==> config.mk <==
export PLATFORM = sky130hd
export DESIGN_NAME = vga_timing
export DESIGN_NICKNAME = d
export VERILOG_FILES = /design/src/rtl/vga_pkg.sv /design/src/rtl/sync_delay.sv /design/src/rtl/vga_timing.sv
export SDC_FILE = /design/constraint.sdc
export NUM_CORES = 1
export LEC_CHECK = 0
export CORE_ASPECT_RATIO = 0.7
export CORE_MARGIN = 3
export CORE_UTILIZATION = 35
export CTS_CLUSTER_DIAMETER = 30
export DETAILED_ROUTE_END_ITERATION = 12
export GPL_TIMING_DRIVEN = 0
export RECOVER_POWER = 100
export SYNTH_ARGS = -nofsm -noshare
export SYNTH_HDL_FRONTEND = slang
export SYNTH_HIERARCHICAL = 1
export SYNTH_SLANG_ARGS = --single-unit
==> constraint.sdc <==
create_clock -name clk -period 2.9 [get_ports clk]
set_input_delay 0.29 -clock clk [delete_from_list [all_inputs] [get_ports clk]]
set_output_delay 0.29 -clock clk [all_outputs]
set_load 0.1 [all_outputs]
==> src/rtl/vga_pkg.sv <==
// Shared 640x480@60 raster constants and sync helpers. The renderer pulls
// the same sync boundaries and totals from here for its sprite windows.
package vga_pkg;

  // Default horizontal timing, in pixel clocks.
  localparam int DEF_H_ACTIVE      = 640;
  localparam int DEF_H_FRONT_PORCH = 16;
  localparam int DEF_H_SYNC_PULSE  = 96;
  localparam int DEF_H_BACK_PORCH  = 48;

  // Default vertical timing, in lines.
  localparam int DEF_V_ACTIVE      = 480;
  localparam int DEF_V_FRONT_PORCH = 10;
  localparam int DEF_V_SYNC_PULSE  = 2;
  localparam int DEF_V_BACK_PORCH  = 33;

  // Full raster dimensions for the default mode.
  localparam int H_TOTAL = DEF_H_ACTIVE + DEF_H_FRONT_PORCH +
                           DEF_H_SYNC_PULSE + DEF_H_BACK_PORCH;
  localparam int V_TOTAL = DEF_V_ACTIVE + DEF_V_FRONT_PORCH +
                           DEF_V_SYNC_PULSE + DEF_V_BACK_PORCH;

  // Sync windows: start inclusive, end exclusive.
  localparam int H_SYNC_START = DEF_H_ACTIVE + DEF_H_FRONT_PORCH;
  localparam int H_SYNC_END   = H_SYNC_START + DEF_H_SYNC_PULSE;
  localparam int V_SYNC_START = DEF_V_ACTIVE + DEF_V_FRONT_PORCH;
  localparam int V_SYNC_END   = V_SYNC_START + DEF_V_SYNC_PULSE;

  // Output shaping defaults.
  localparam bit DEF_SYNC_ACTIVE_LOW = 1'b1;
  localparam int DEF_PIPE_DELAY      = 1;
  localparam int MAX_PIPE_DELAY      = 4;
  localparam int DEF_FRAME_BITS      = 5;

  // The sync pair travels together through the delay line.
  localparam int SYNC_W = 2;

  typedef struct packed {
    logic hsync;
    logic vsync;
  } sync_pair_t;

  // Map a logical "sync asserted" flag onto the pin level.
  function automatic logic sync_level(input logic asserted, input bit active_low);
    return active_low ? ~asserted : asserted;
  endfunction

endpackage

==> src/rtl/sync_delay.sv <==
// Fixed-depth shift register that lags the sync pair behind the beam
// position so it lines up with the renderer's pixel pipeline.
// DEPTH is expected in 0..MAX_PIPE_DELAY; DEPTH = 0 is a straight wire.
module sync_delay
  import vga_pkg::*;
#(
  parameter int                DEPTH   = DEF_PIPE_DELAY,
  parameter int                WIDTH   = SYNC_W,
  parameter logic [WIDTH-1:0]  RST_VAL = '0
) (
  input  logic             clk,
  input  logic             rst_n,
  input  logic [WIDTH-1:0] din,
  output logic [WIDTH-1:0] dout
);

  if (DEPTH == 0) begin : g_bypass
    assign dout = din;
  end else begin : g_pipe
    logic [WIDTH-1:0] stage_q [DEPTH];
    logic [WIDTH-1:0] stage_d [DEPTH];

    // Next stage contents: new sample enters stage 0, the rest shift along.
    always_comb begin
      stage_d[0] = din;
      for (int i = 1; i < DEPTH; i++) begin
        stage_d[i] = stage_q[i-1];
      end
    end

    // Stage registers; reset flushes every stage so no stale pulse leaks out.
    always_ff @(posedge clk) begin
      if (!rst_n) begin
        for (int i = 0; i < DEPTH; i++) begin
          stage_q[i] <= RST_VAL;
        end
      end else begin
        for (int i = 0; i < DEPTH; i++) begin
          stage_q[i] <= stage_d[i];
        end
      end
    end

    assign dout = stage_q[DEPTH-1];
  end

endmodule

==> src/rtl/vga_timing.sv <==
// Free-running VGA raster generator: beam position, display enable, line
// and frame strobes, an animation frame counter, and syncs lagged to match
// the downstream pixel pipeline. Every output comes straight from a flop.
module vga_timing
  import vga_pkg::*;
#(
  parameter int H_ACTIVE        = DEF_H_ACTIVE,
  parameter int H_FRONT_PORCH   = DEF_H_FRONT_PORCH,
  parameter int H_SYNC_PULSE    = DEF_H_SYNC_PULSE,
  parameter int H_BACK_PORCH    = DEF_H_BACK_PORCH,
  parameter int V_ACTIVE        = DEF_V_ACTIVE,
  parameter int V_FRONT_PORCH   = DEF_V_FRONT_PORCH,
  parameter int V_SYNC_PULSE    = DEF_V_SYNC_PULSE,
  parameter int V_BACK_PORCH    = DEF_V_BACK_PORCH,
  parameter bit SYNC_ACTIVE_LOW = DEF_SYNC_ACTIVE_LOW,
  parameter int PIPE_DELAY      = DEF_PIPE_DELAY,
  parameter int FRAME_BITS      = DEF_FRAME_BITS,
  localparam int H_PERIOD = H_ACTIVE + H_FRONT_PORCH + H_SYNC_PULSE + H_BACK_PORCH,
  localparam int V_PERIOD = V_ACTIVE + V_FRONT_PORCH + V_SYNC_PULSE + V_BACK_PORCH,
  localparam int X_BITS   = $clog2(H_PERIOD),
  localparam int Y_BITS   = $clog2(V_PERIOD)
) (
  input  logic                  clk,
  input  logic                  rst_n,
  output logic [X_BITS-1:0]     pixel_x,
  output logic [Y_BITS-1:0]     pixel_y,
  output logic                  active,
  output logic                  line_start,
  output logic                  frame_start,
  output logic [FRAME_BITS-1:0] frame_count,
  output logic                  hsync,
  output logic                  vsync
);

  // Sync windows for this instance's geometry (start inclusive, end exclusive).
  localparam int HS_BEGIN = H_ACTIVE + H_FRONT_PORCH;
  localparam int HS_END   = HS_BEGIN + H_SYNC_PULSE;
  localparam int VS_BEGIN = V_ACTIVE + V_FRONT_PORCH;
  localparam int VS_END   = VS_BEGIN + V_SYNC_PULSE;

  // Pin level while no sync pulse is in progress.
  localparam logic SYNC_IDLE = SYNC_ACTIVE_LOW;

  // Beam position and frame counter.
  logic [X_BITS-1:0]     x_q, x_d;
  logic [Y_BITS-1:0]     y_q, y_d;
  logic [FRAME_BITS-1:0] frame_count_q, frame_count_d;

  // Position-aligned decodes, registered alongside the position itself.
  logic       active_q, active_d;
  logic       line_start_q, line_start_d;
  logic       frame_start_q, frame_start_d;
  sync_pair_t sync_q, sync_d;

  logic x_wrap;
  logic y_wrap;
  logic hs_on;
  logic vs_on;

  logic [SYNC_W-1:0] sync_lagged;

  // Advance the beam and decode the flags for the position it moves to, so
  // the registered flags describe the same pixel as the registered position.
  always_comb begin
    x_wrap        = (int'(x_q) == H_PERIOD - 1);
    y_wrap        = (int'(y_q) == V_PERIOD - 1);
    x_d           = x_q + X_BITS'(1);
    y_d           = y_q;
    frame_count_d = frame_count_q;

    if (x_wrap) begin
      x_d = '0;
      if (y_wrap) begin
        y_d           = '0;
        frame_count_d = frame_count_q + FRAME_BITS'(1);
      end else begin
        y_d = y_q + Y_BITS'(1);
      end
    end

    active_d      = (int'(x_d) < H_ACTIVE) && (int'(y_d) < V_ACTIVE);
    line_start_d  = (x_d == '0);
    frame_start_d = line_start_d && (y_d == '0);

    hs_on = (int'(x_d) >= HS_BEGIN) && (int'(x_d) < HS_END);
    vs_on = (int'(y_d) >= VS_BEGIN) && (int'(y_d) < VS_END);

    sync_d.hsync = sync_level(hs_on, SYNC_ACTIVE_LOW);
    sync_d.vsync = sync_level(vs_on, SYNC_ACTIVE_LOW);
  end

  // Raster state; reset parks the beam on the first pixel of a fresh frame.
  always_ff @(posedge clk) begin
    if (!rst_n) begin
      x_q           <= '0;
      y_q           <= '0;
      frame_count_q <= '0;
      active_q      <= 1'b1;
      line_start_q  <= 1'b1;
      frame_start_q <= 1'b1;
      sync_q        <= '{hsync: SYNC_IDLE, vsync: SYNC_IDLE};
    end else begin
      x_q           <= x_d;
      y_q           <= y_d;
      frame_count_q <= frame_count_d;
      active_q      <= active_d;
      line_start_q  <= line_start_d;
      frame_start_q <= frame_start_d;
      sync_q        <= sync_d;
    end
  end

  // Lag the sync pair so it meets the renderer's pixels at the PMOD.
  sync_delay #(
    .DEPTH   (PIPE_DELAY),
    .WIDTH   (SYNC_W),
    .RST_VAL ({SYNC_IDLE, SYNC_IDLE})
  ) u_sync_delay (
    .clk   (clk),
    .rst_n (rst_n),
    .din   (sync_q),
    .dout  (sync_lagged)
  );

  assign pixel_x     = x_q;
  assign pixel_y     = y_q;
  assign active      = active_q;
  assign line_start  = line_start_q;
  assign frame_start = frame_start_q;
  assign frame_count = frame_count_q;
  assign hsync       = sync_lagged[1];
  assign vsync       = sync_lagged[0];

endmodule

== Word-level counts from Yosys, hierarchy flattened ==
Memory sizes are Yosys's and may differ from the RTL's.
Index checks and enable logic that the tools add are counted.
Cells by class
  muxes and demuxes: 7
  $lt $le $gt $ge: 6
  equality and inequality tests: 2
  bitwise operators: 2
  reductions and logical operators: 8
  add/subtract/negate cells: 3
Operators by type and width (count)
  2-to-1 mux 10 bit: 3
  adder 10 x 1 -> 10 bit (second input constant): 2
  logical NOT 10 bit: 2
  less-than comparator 10 bit (second input constant): 2
  less-than comparator 10 x 9 -> 1 bit (second input constant): 2
  equality test 10 bit (second input constant): 1
  equality test 10 x 9 -> 1 bit (second input constant): 1
  >= comparator 10 bit (second input constant): 1
  >= comparator 10 x 9 -> 1 bit (second input constant): 1
  adder 5 x 1 -> 5 bit (second input constant): 1
  logical AND 1 bit: 4
  2-to-1 mux 1 bit: 3
  2-to-1 mux 2 bit: 1
  NOT 1 bit: 2
  AND reduction 2 bit: 1
  OR reduction 2 bit: 1
Storage, ports and cells
  logic and storage cells: 37
  input bits: 2
  register bits after elaboration: 30
  output and inout bits: 30
  RAM bits: 2
  memories: 1
Memories
  u_sync_delay.g_pipe.stage_q: words 1, width 2, rd ports 1, clocked after memory_dff 0, write ports 1, line sync_delay.sv:20  | logic [WIDTH-1:0] stage_q [DEPTH];

== Depth between registers and ports, before layout ==
  depth in word-level cells: 6
  mapped depth: 9
  gate-level depth less buffers: 8

== Cells and area by module ==
The synthesis kept the hierarchy.
Modules (own cells, without submodules)
  vga_timing: times used 1, seq. area each 600.6 sq um, area each 1666.6 sq um, cells an instance 193
  sync_delay: times used 1, seq. area each 40.0 sq um, area each 52.6 sq um, cells an instance 4

== Least setup slack after synthesis ==
Ideal clock, no wire load.
  path type: register to register
  start point: register x_q[0], in the netlist pixel_x[0]
  end point: register frame_start_q, in the netlist frame_start
  clock period less this slack: 2.975 ns
  buffers on the path: 1
  stages on the path, launching flop included: 9
  arrival time: 2.900 ns
  library setup time: 0.075 ns
  data required time: 2.825 ns
  setup slack: -0.075 ns
  cells stage by stage: dfxtp_1 ha_1 and4_1 buf_2 xnor2_1 nand3_1 a221o_1 or4_1 a22oi_2
On the way
  word-level cells in the longest chain between the ends: 4
  elaborated cells between the ends (all ways): 7
RTL lines
  start, declared: line vga_timing.sv:45  | logic [X_BITS-1:0] x_q, x_d;
  start signal, assigned: line vga_timing.sv:95  | x_q <= '0;
  start signal, assigned: line vga_timing.sv:103  | x_q <= x_d;
  adder 10 x 1 -> 10 bit or equality test 10 x 9 -> 1 bit (tied branches): line vga_timing.sv:67, vga_timing.sv:65
  2-to-1 mux 10 bit: line vga_timing.sv:71  | if (x_wrap) begin
  logical NOT 10 bit (on tied branches): line vga_timing.sv:82, vga_timing.sv:83
  logical AND 1 bit *: line vga_timing.sv:83  | frame_start_d = line_start_d && (y_d == '0);
  end signal, assigned: line vga_timing.sv:108  | frame_start_q <= frame_start_d;
  end, declared: line vga_timing.sv:52  | logic frame_start_q, frame_start_d;
Mark *: on every way between the ends. The rest lies on a longest branch, timed or not.
A chain may end at the register's enable or synchronous reset.

== Worst setup path in the final report ==
  start point: register x_q[0], in the netlist pixel_x[0]
  end point: register active_q, in the netlist active
On the way
  word-level cells in the longest chain between the ends: 4
  elaborated cells between the ends (all ways): 7
RTL lines
  adder 10 x 1 -> 10 bit or equality test 10 x 9 -> 1 bit (tied branches): line vga_timing.sv:67, vga_timing.sv:65
  2-to-1 mux 10 bit: line vga_timing.sv:71
  less-than comparator 10 bit or less-than comparator 10 x 9 -> 1 bit (tied branches): line vga_timing.sv:81  | active_d = (int'(x_d) < H_ACTIVE) && (int'(y_d) < V_ACTIVE);
  logical AND 1 bit *: line vga_timing.sv:81
  end signal, assigned: line vga_timing.sv:106  | active_q <= active_d;
  end, declared: line vga_timing.sv:50  | logic active_q, active_d;
Marks and branches as above.

==> run summary <==
outcome: finished clean
1st-pass router iterations: 4
antenna fix cells: 0
via/cell ratio: 5.22
CTS Buffer Depth: 2
layout cells sized above 1: 7.20%
Setup crit end kind: register
Synth Area in Adders: 2.91%
#FFs+latches synth: 32
M1 GR Usage: 21.4%
Final WS setup: 0.192 ns
area of the multi-input gates: 991 µm²
Setup-failing EPs final: 0
Overflow after GRT: 0
Layout Nets: 241
syn nets: 203
P per Cell Area: 398 nW/µm²
WP data arrival: 2.87 ns
number of I/O pins: 32
Synth Area in Compound Gates: 14.6%
CTS Hold Bufs: 0
worst path bufs/invs: 1
commonest non-fill, non-tap cell in the layout: dlygate4sd3_1
Syn Inst Count: 197
Starting Density: 38.0%
number of flops mapped to enable cells by yosys: 0
cts repair resizes: 0
Main synth FF type: dfxtp_1
core box area: 4530 µm²
met3 Track Usage GR: 4.52%
CTS tree: built
Top Family by Delay on Critical Path: simple AND/OR/NAND/NOR gates
# DRC: 0
mux contribution to synthesized area: 1.16%
Hold Crit Start: sync_q[1]$_SDFF_PN1_
CP Launch Type: register
xor/xnor share of the synthesized area: 8.66%
synth-to-layout area growth: 27.1%
max_cap viols: 0
Fin. Hold Viols: 0
crit path kind: reg2reg
Worst slew margin: 34.3%
Hold Path Class: reg2reg
largest family of logic cells by synthesized area: simple AND/OR/NAND/NOR gates
Least-Margin Pin Slew: 0.982 ns
largest stage delay on the critical path: 0.54 ns
skew final: 0.00680 ns
Setup crit start: pixel_x[0]$_SDFF_PN0_
Avg Synthesized Cell Area: 8.73 µm²
drt initial violations: 83
Slew Limit Fails: 0
CTS Root Cell: clkbuf_8
critical-path maximum fanout: 9
initial antenna violation count: 0
PortBufs: 31
mapped cell area: 1720 µm²
area of the die: 5800 µm²
YS warnings: 6
Synth async-reset ratio: 0%
most frequent cells in the layout: 31 x dlygate4sd3_1, 30 x dfxtp_1, 14 x nand3_1
DR vias: 1575
Final ANT Viol Nets: 0
HPWL after DPL: 2970 µm
first-pass GRT wire length: 6630 µm
TritonCTS buffer count: 5
register area: 643 µm²
setup tns final: 0 ns
routed len/inst: 13.5 µm
leakage power: 0.000872 µW
met2 Use GR: 19.1%
Clock Pin Slew Worst Setup and Hold Paths: 0.07 ns
FP Rows: 20
Placer Congestion: 0.823
H-tree depth: 2
Peak VDD IR: 0.213 mV
die height: 64.6 µm
period utilization: 93.4%
GRT busiest layer: met1
Synth Area in Simple Gates: 31.7%
Cell Chain, Critical Path: ha_1 -> and4_1 -> buf_2 -> nand3_1 -> nor2_1 -> nor2b_1 -> and4b_1 -> a311oi_1
vias in the first global route: 1345
largest net degree at the start of global routing: 11
Post CTS Setup Buffer Count: 0
gr usage total: 14.4%
post-synthesis sequential area ratio: 37.3%
worst skew pair latency: 0.29 ns
setup repair after global routing missed its margin: false
Post-Place Setup Slack: 0.328 ns
CTS sink count: 32
CP required: 3.06 ns
Routed WL: 4090 µm
Synth cell types: 47
die width: 89.8 µm
RR Startpoint: pixel_x[0]$_SDFF_PN0_
fillers: 467
Slowest cell on crit path: nor2_1
Max Freq: 369 MHz
min Tclk post-route: 2.71 ns
-- cell type report --
type / instances / share of cell area, %
Buffer: 10 / 2.12
Sequential cell: 32 / 29.4
Clock buffer: 6 / 3.78
Inverter: 5 / 0.859
Timing Repair Buffer: 31 / 14.2
Multi-Input combinational cell: 150 / 45.4
Clock inverter: 2 / 0.458
Tap cell: 66 / 3.78
-- where the power goes --
part	internal [µW]	switching, µW	total (µW)	leakage (µW)
Combinational	13.2	50.0	63.2	0.000561
Clock	189	167	356	0.0000510
Sequential	445	5.01	450	0.000260
Total	647	222	869	0.000872
-- synthesized netlist by cell type, types with 3 or more instances --
library cell	number	share of area, %
ha_1	4	2.9
buf_2	3	0.87
nor3_1	4	1.2
xnor2_1	9	4.6
a21boi_0	3	1.3
a21oi_1	8	2.3
and4_1	4	2.0
and2_1	10	3.6
nand2_1	12	2.6
dfxtp_1	32	37
xor2_1	8	4.1
inv_1	5	1.1
nand4_1	7	2.5
or3_1	3	1.1
nor2b_1	8	2.9
nand3b_1	3	1.3
nand2b_1	3	1.1
nand3_1	13	3.8
nor2_1	13	2.8
o21ai_0	7	2.0
clkbuf_1	5	1.1
-- worst paths after layout --
check	to	slack [ns]	cells past startpoint
worst max register to register	active$_SDFF_PN1_	0.19	8
worst min-delay path	u_sync_delay/g_pipe.stage_q[0][1]$_SDFF_PN1_	0.41	1
worst min register to register	u_sync_delay/g_pipe.stage_q[0][1]$_SDFF_PN1_	0.41	1
worst max-delay path	active$_SDFF_PN1_	0.19	8
-- per-stage QoR --
| stage | hold WS (ns) | power [µW] | utilization (%) | instance area (µm²) | cells |
|---|---|---|---|---|---|
| finish | 0.410 | 869 | 48.2 | 2180 | 302 |
| global route | 0.426 | 901 | 48.2 | 2180 | 302 |
| CTS | 0.415 | 886 | 48.7 | 2210 | 302 |
| detailed placement | 0.399 | 526 | 46.7 | 2110 | 294 |
| global placement | 0.390 | 526 | 46.7 | 2110 | 294 |
| floorplan | 0.363 | 508 | - | 1720 | 197 |
-- flip-flops by register name (all words and copies together), names as in the netlist --
name	count
frame_count	5
u_sync_delay/g_pipe.stage_q	2
frame_start	1
pixel_y	10
active	1
sync_q	2
pixel_x	10
line_start	1
-- worst reg2reg max path, delay by kind of cell (launching register included) --
family	cells	cell delay (ns)
and+or+nand+nor	5	1.49
adders and majority gates	1	0.24
buffers and inverters	1	0.19
AOI/OAI and AO/OA	1	0.32
DFF	1	0.36
-- cells by family after synthesis --
kind of cell | count (synthesis)
simple gates | 91
compound gates | 36
flops | 32
xor+xnor | 17
buf+inv | 15
fa+ha+maj | 4
mux | 2
-- routing by layer --
layer	up-vias	wire length [µm]
li1	789	-
met4	0	18
met3	2	259
met5	-	0
met1	744	2260
met2	40	1550
No activity file was read; power rests on OpenSTA's default activity.
